--- src/rtl/ps_pkg.sv ---
// Program-sequencer shared definitions: stcky bit positions, ureg sub-addresses, PC-stack op decode.
// Pure declarations; no timing or flow-control behaviour of its own.
package ps_pkg;

  localparam int STCKY_EMPTY = 0;
  localparam int STCKY_FULL  = 1;
  localparam int STCKY_OVF   = 2;
  localparam int STCKY_UNF   = 3;

  localparam logic [4:0] UREG_PCSTCK = 5'b00100;
  localparam logic [4:0] UREG_PCSTKP = 5'b00101;
  localparam logic [4:0] UREG_STCKY  = 5'b11110;

  typedef enum logic [2:0] {
    OP_IDLE,
    OP_PUSH,
    OP_POP,
    OP_REPL,
    OP_TOPWR
  } stck_op_e;

  // push+pop on an empty stack degenerates to a plain push; top_wr only acts alone on a non-empty stack
  function automatic stck_op_e stck_op(input logic push, input logic pop,
                                       input logic top_wr, input logic empty);
    stck_op_e op;
    op = OP_IDLE;
    if (push && (!pop || empty)) op = OP_PUSH;
    else if (push && pop)        op = OP_REPL;
    else if (pop)                op = OP_POP;
    else if (top_wr && !empty)   op = OP_TOPWR;
    return op;
  endfunction

endpackage

--- src/rtl/ps_stck_mem.sv ---
// PC-stack storage: DEPTHxWIDTH flop array, one synchronous write port, one combinational read port.
// Write lands on the rising edge; read reflects stored contents with zero latency; never stalls.
module ps_stck_mem #(
  parameter  int WIDTH = 16,
  parameter  int DEPTH = 8,
  localparam int AW    = $clog2(DEPTH)
) (
  input  logic             clk,
  input  logic             wr_en,
  input  logic [AW-1:0]    wr_addr,
  input  logic [WIDTH-1:0] wr_dat,
  input  logic [AW-1:0]    rd_addr,
  output logic [WIDTH-1:0] rd_dat
);

  logic [WIDTH-1:0] mem_q [DEPTH];
  logic [WIDTH-1:0] mem_d [DEPTH];

  always_comb begin
    mem_d = mem_q;
    if (wr_en) mem_d[wr_addr] = wr_dat;
  end

  // contents are don't-care after reset; occupancy in the controller masks them
  always_ff @(posedge clk) begin
    mem_q <= mem_d;
  end

  assign rd_dat = mem_q[rd_addr];

endmodule

--- src/rtl/ps_pcstck_ctrl.sv ---
// PC stack controller: call/return push/pop, ureg top overwrite, sticky ovf/unf with fetch halt.
// Requests take effect on the next edge; while ovf is set all stack ops are dropped until stcky_clr.
module ps_pcstck_ctrl
  import ps_pkg::*;
#(
  parameter  int WIDTH = 16,
  parameter  int DEPTH = 8,
  localparam int PW    = $clog2(DEPTH + 1)
) (
  input  logic             clk,
  input  logic             rst,
  input  logic             push,
  input  logic             pop,
  input  logic [WIDTH-1:0] push_dt,
  input  logic             top_wr,
  input  logic [WIDTH-1:0] top_wr_dt,
  input  logic             stcky_clr,
  output logic [WIDTH-1:0] top_dt,
  output logic [PW-1:0]    pntr,
  output logic             empty,
  output logic             full,
  output logic             ovf,
  output logic             unf,
  output logic             halt,
  output logic [3:0]       stcky
);

  localparam int            AW        = $clog2(DEPTH);
  localparam logic [PW-1:0] PNTR_FULL = PW'(DEPTH);

  logic [PW-1:0]    pntr_q, pntr_d, pntr_dec;
  logic             ovf_q, ovf_d, unf_q, unf_d;
  logic             ovf_set, unf_set;
  logic             empty_w, full_w;
  logic             wr_en;
  logic [AW-1:0]    wr_addr, top_addr;
  logic [WIDTH-1:0] wr_dat, rd_dat;
  stck_op_e         op;

  assign empty_w  = (pntr_q == '0);
  assign full_w   = (pntr_q == PNTR_FULL);
  assign pntr_dec = pntr_q - PW'(1);
  assign top_addr = pntr_dec[AW-1:0];

  always_comb begin
    op      = stck_op(push, pop, top_wr, empty_w);
    pntr_d  = pntr_q;
    wr_en   = 1'b0;
    wr_addr = top_addr;
    wr_dat  = push_dt;
    ovf_set = 1'b0;
    unf_set = 1'b0;
    if (!ovf_q) begin
      case (op)
        OP_PUSH: begin
          if (full_w) begin
            ovf_set = 1'b1;
          end else begin
            wr_en   = 1'b1;
            wr_addr = pntr_q[AW-1:0];
            pntr_d  = pntr_q + PW'(1);
          end
        end
        OP_POP: begin
          if (empty_w) unf_set = 1'b1;
          else         pntr_d  = pntr_dec;
        end
        OP_REPL:  wr_en = 1'b1;
        OP_TOPWR: begin
          wr_en  = 1'b1;
          wr_dat = top_wr_dt;
        end
        default: ;
      endcase
    end
    // a fresh event in the clearing cycle keeps its flag set
    ovf_d = ovf_set | (ovf_q & ~stcky_clr);
    unf_d = unf_set | (unf_q & ~stcky_clr);
  end

  always_ff @(posedge clk or posedge rst) begin
    if (rst) begin
      pntr_q <= '0;
      ovf_q  <= 1'b0;
      unf_q  <= 1'b0;
    end else begin
      pntr_q <= pntr_d;
      ovf_q  <= ovf_d;
      unf_q  <= unf_d;
    end
  end

  ps_stck_mem #(.WIDTH(WIDTH), .DEPTH(DEPTH)) u_mem (
    .clk    (clk),
    .wr_en  (wr_en),
    .wr_addr(wr_addr),
    .wr_dat (wr_dat),
    .rd_addr(top_addr),
    .rd_dat (rd_dat)
  );

  always_comb begin
    stcky              = '0;
    stcky[STCKY_EMPTY] = empty_w;
    stcky[STCKY_FULL]  = full_w;
    stcky[STCKY_OVF]   = ovf_q;
    stcky[STCKY_UNF]   = unf_q;
  end

  assign top_dt = empty_w ? '0 : rd_dat;
  assign pntr   = pntr_q;
  assign empty  = empty_w;
  assign full   = full_w;
  assign ovf    = ovf_q;
  assign unf    = unf_q;
  assign halt   = ovf_q;

endmodule
--- config.mk ---
export PLATFORM = sky130hd
export DESIGN_NAME = ps_pcstck_ctrl
export DESIGN_NICKNAME = d
export VERILOG_FILES = /design/src/rtl/ps_pkg.sv /design/src/rtl/ps_stck_mem.sv /design/src/rtl/ps_pcstck_ctrl.sv
export SDC_FILE = /design/constraint.sdc
export NUM_CORES = 1
export LEC_CHECK = 0
export CORE_MARGIN = 2
export CORE_UTILIZATION = 25
export CTS_BUF_LIST = sky130_fd_sc_hd__clkbuf_4 sky130_fd_sc_hd__clkbuf_8 sky130_fd_sc_hd__clkbuf_16
export CTS_CLUSTER_SIZE = 28
export DETAILED_ROUTE_END_ITERATION = 8
export SYNTH_ARGS = -nofsm -noshare
export SYNTH_HDL_FRONTEND = slang
export SYNTH_HIERARCHICAL = 1
export SYNTH_SLANG_ARGS = --single-unit
--- constraint.sdc ---
create_clock -name clk -period 4.3 [get_ports clk]
set_input_delay 0.86 -clock clk [delete_from_list [all_inputs] [get_ports clk]]
set_output_delay 0.86 -clock clk [all_outputs]
set_load 0.01 [all_outputs]
==> flow_metrics.tcl <==
set metrics [dict create \
    cp.required_ps 3440 \
    fin_ws_ps 239 \
    ctsRootBufferMaster "clkbuf_16" \
    drtIter0Drc 255 \
    maxCapViolCount 0 \
    ys_async_sr_fraction 0.0448 \
    internal_power_mw 4.10 \
    hold_viol 0 \
    endpoint "top_dt[15]" \
    leakage_nw 2.58 \
    io_pins 67 \
    timing.rr.start "pntr[0]" \
    die_w_um 157 \
    path_max_fanout 32 \
    start_util 0.257 \
    p_sw_frac 0.305 \
    hold_path_class "reg2reg" \
    seq_area_frac_synth 0.683 \
    synth_area_leaders "edfxtp_1 (66%), mux4_1 (13%), mux2_2 (4.4%)" \
    power_frac_seq 0.319 \
    cts_buffers 17 \
    min_period_ps 4060 \
    synth_cell_types 37 \
    yosys_register_bits 134 \
    synth_top_area_cell "edfxtp_1" \
    setup_viol 0 \
    viasPerCell 4.22 \
    core_area_um2 22800 \
    dp_cells 670 \
    finalSetupTns_ps 0 \
    worstSetupPathType "reg2out" \
    status "completed" \
    postCtsHoldBufs 0 \
    cp-startpoint "pntr[0]" \
    synth.top_cell.area_share 0.657 \
    maxSlewViolCount 0 \
    hpwl_um 7740 \
    p_comb_frac 0.425 \
    synth_cells 291 \
    relSlewSlack 0.406 \
    finalWirelength_um 12000 \
    antenna_found_initial 0 \
    overflow 0 \
    grt_start_max_net_pins 33 \
    vias 2959 \
    cp_cell_sequence "inv_1, ha_1, xor2_2, buf_4, mux4_1, mux2_2, nor2b_1, clkdlybuf4s50_1" \
    grt_use_total 0.103 \
    end_kind "output port" \
    die_area_um2 24600 \
    finalWeightedCongestion 0.713 \
    drive_gt1_frac 0.239 \
    dr.pass1.iters 4 \
    cts_resized 0 \
    max_slew.worst_pin.slew_ps 882 \
    drtAntennaViolNets 0 \
    wl_per_cell_um 17.1 \
    cp-start-kind "flop" \
    cts.clk_slew.worst_paths_ps 60 \
    timing.final.crit_share 0.945 \
    reg2reg_depth 9 \
    synth_edf_count 128 \
    skew_ps 6.89 \
    grt_pass1_wl_um 18300 \
    pre_cts_slack_ps 618 \
    cpPeakStageDelay_ps 520 \
    num-nets-final 416 \
    grt_pass1_vias 3118 \
    yosysWarnings 6 \
    drc 0 \
    num_antenna_cells 0 \
    fmax_mhz 246 \
    cts_buffer_depth 2 \
    syn_area_um2 5850 \
    cts_max_level 4 \
    p_switching_mw 1.80 \
    p_clk_frac 0.255 \
    synth_ff_type "edfxtp_1" \
    cts_tree "yes" \
    final.fill_count 2132 \
    cts_sinks 134 \
    vdd_drop_max_mv 0.383 \
    area_growth_pct 29.1 \
    port_buffers 66 \
    rsz0062_at_grt "false" \
    cpMaxStageDelayCell "clkdlybuf4s50_1" \
    post_cts_buffers 0 \
    dieHeight_um 157 \
    rr_endpoint "u_mem/mem_q[42]" \
    row_count 55 \
    p_per_area_nw_per_um2 781 \
    clk-insertion-delay-late_ps 400 \
    synth_fp_nets 331 \
    arrival_ps 3200 \
    post_layout_nonfiller_instances 702 \
    syn_area_per_cell_um2 20.1 \
    regToRegSetupSlack_ps 1190 \
]
## layout by cell type (no fill, tap or decap), drive strengths merged
cell           Yosys  final
a211oi             2      2
a21oi              1      1
and2               1      1
and2b              2      2
and4               1      1
buf               15     18
bufinv             0      4
clkbuf             3     17
clkdlybuf4s50      0     66
clkinv             0      5
clkinvlp           0      1
dfrtp              6      6
edfxtp           128    128
ha                 2      2
inv                6     11
mux2              33     33
mux2i              2      2
mux4              32     32
nand2              7      7
nand2b             7      7
nand3              2      2
nor2               8      8
nor2b             15     15
nor3               3      3
nor4               1      1
o211ai             1      1
o21ai              3      3
o32ai              1      1
o41ai              1      1
or2                1      1
xnor2              6      6
xor2               1      1
## sequential cells by signal, indices dropped and copies added (netlist names)
signal	flops
unf	1
u_mem/mem_q	128
pntr	4
halt	1
## per-layer routing
metal	track usage	routed length (um)	up-vias
li1	-	-	1350
met1	0.125	5240	1536
met2	0.180	6280	65
met3	0.0262	391	8
met4	0.0315	121	0
met5	0	0	-
## critical path, delay by kind of cell, from the launching register on
family        cells  cell delay [ps]
fa+ha+maj         1              330
mux               2              660
buf+inv           3             1040
simple gates      1              130
xor+xnor          1              160
flops             1              460
## worst min path at each step
stage               start  endpoint  slack, ps  cells past startpoint
global route          unf       unf        570                      2
CTS                   unf       unf        540                      2
finish                unf       unf        530                      2
detailed placement    unf       unf        520                      2
global placement      unf       unf        520                      2
floorplan             unf       unf        530                      2
## through the flow
stage	hold slack (ps)	util	cell area [um^2]	total power, mW
2_1_floorplan	533	-	5850	3.42
3_3_place_gp	522	0.304	6930	4.43
3_5_place_dp	523	0.304	6930	4.48
4_1_cts	537	0.331	7550	6.01
5_1_grt	574	0.331	7550	6.22
6_report	531	0.331	7550	5.90
## power by group through the flow
stage          registers [mW]  clock network (mW)  logic (mW)
2_1_floorplan            1.88                   0        1.55
3_3_place_gp             1.89                   0        2.54
3_5_place_dp             1.91                   0        2.57
4_1_cts                  1.89                1.54        2.58
5_1_grt                  1.91                1.59        2.71
6_report                 1.88                1.51        2.51
## kinds of logic (layout without fill, tap and decap cells)
| group | count (synthesis) | after routing | synth area share |
|---|---|---|---|
| AOI/OAI and AO/OA | 9 | 9 | 0.0103 |
| xor gates and xnor gates | 7 | 7 | 0.0105 |
| adders and majority gates | 2 | 2 | 0.00428 |
| DFF | 134 | 134 | 0.683 |
| muxes | 67 | 67 | 0.215 |
| buffers and inverters | 24 | 122 | 0.0280 |
| and+or+nand+nor | 48 | 48 | 0.0492 |
## Yosys cell counts (3+ instances only)
cell type    n
edfxtp_1   128
mux4_2       4
mux2_4      10
buf_6        4
inv_1        6
buf_1        3
nand2b_1     6
xnor2_1      6
dfrtp_1      6
mux2_2      23
nor2b_1     15
buf_4        7
mux4_1      28
nand2_1      7
o21ai_0      3
nor2_1       7
## layout make-up
cell class | count | area, um^2 | share of cell area
clock buffers | 17 | 425 | 0.0564
clock inverters | 15 | 198 | 0.0262
inverters | 6 | 22.5 | 0.00298
multi-input cells | 133 | 1710 | 0.226
flip-flops and latches | 134 | 3990 | 0.529
well taps | 313 | 392 | 0.0519
repair buffers | 84 | 808 | 0.107
Note: power is estimated with default switching activity, not from simulation.
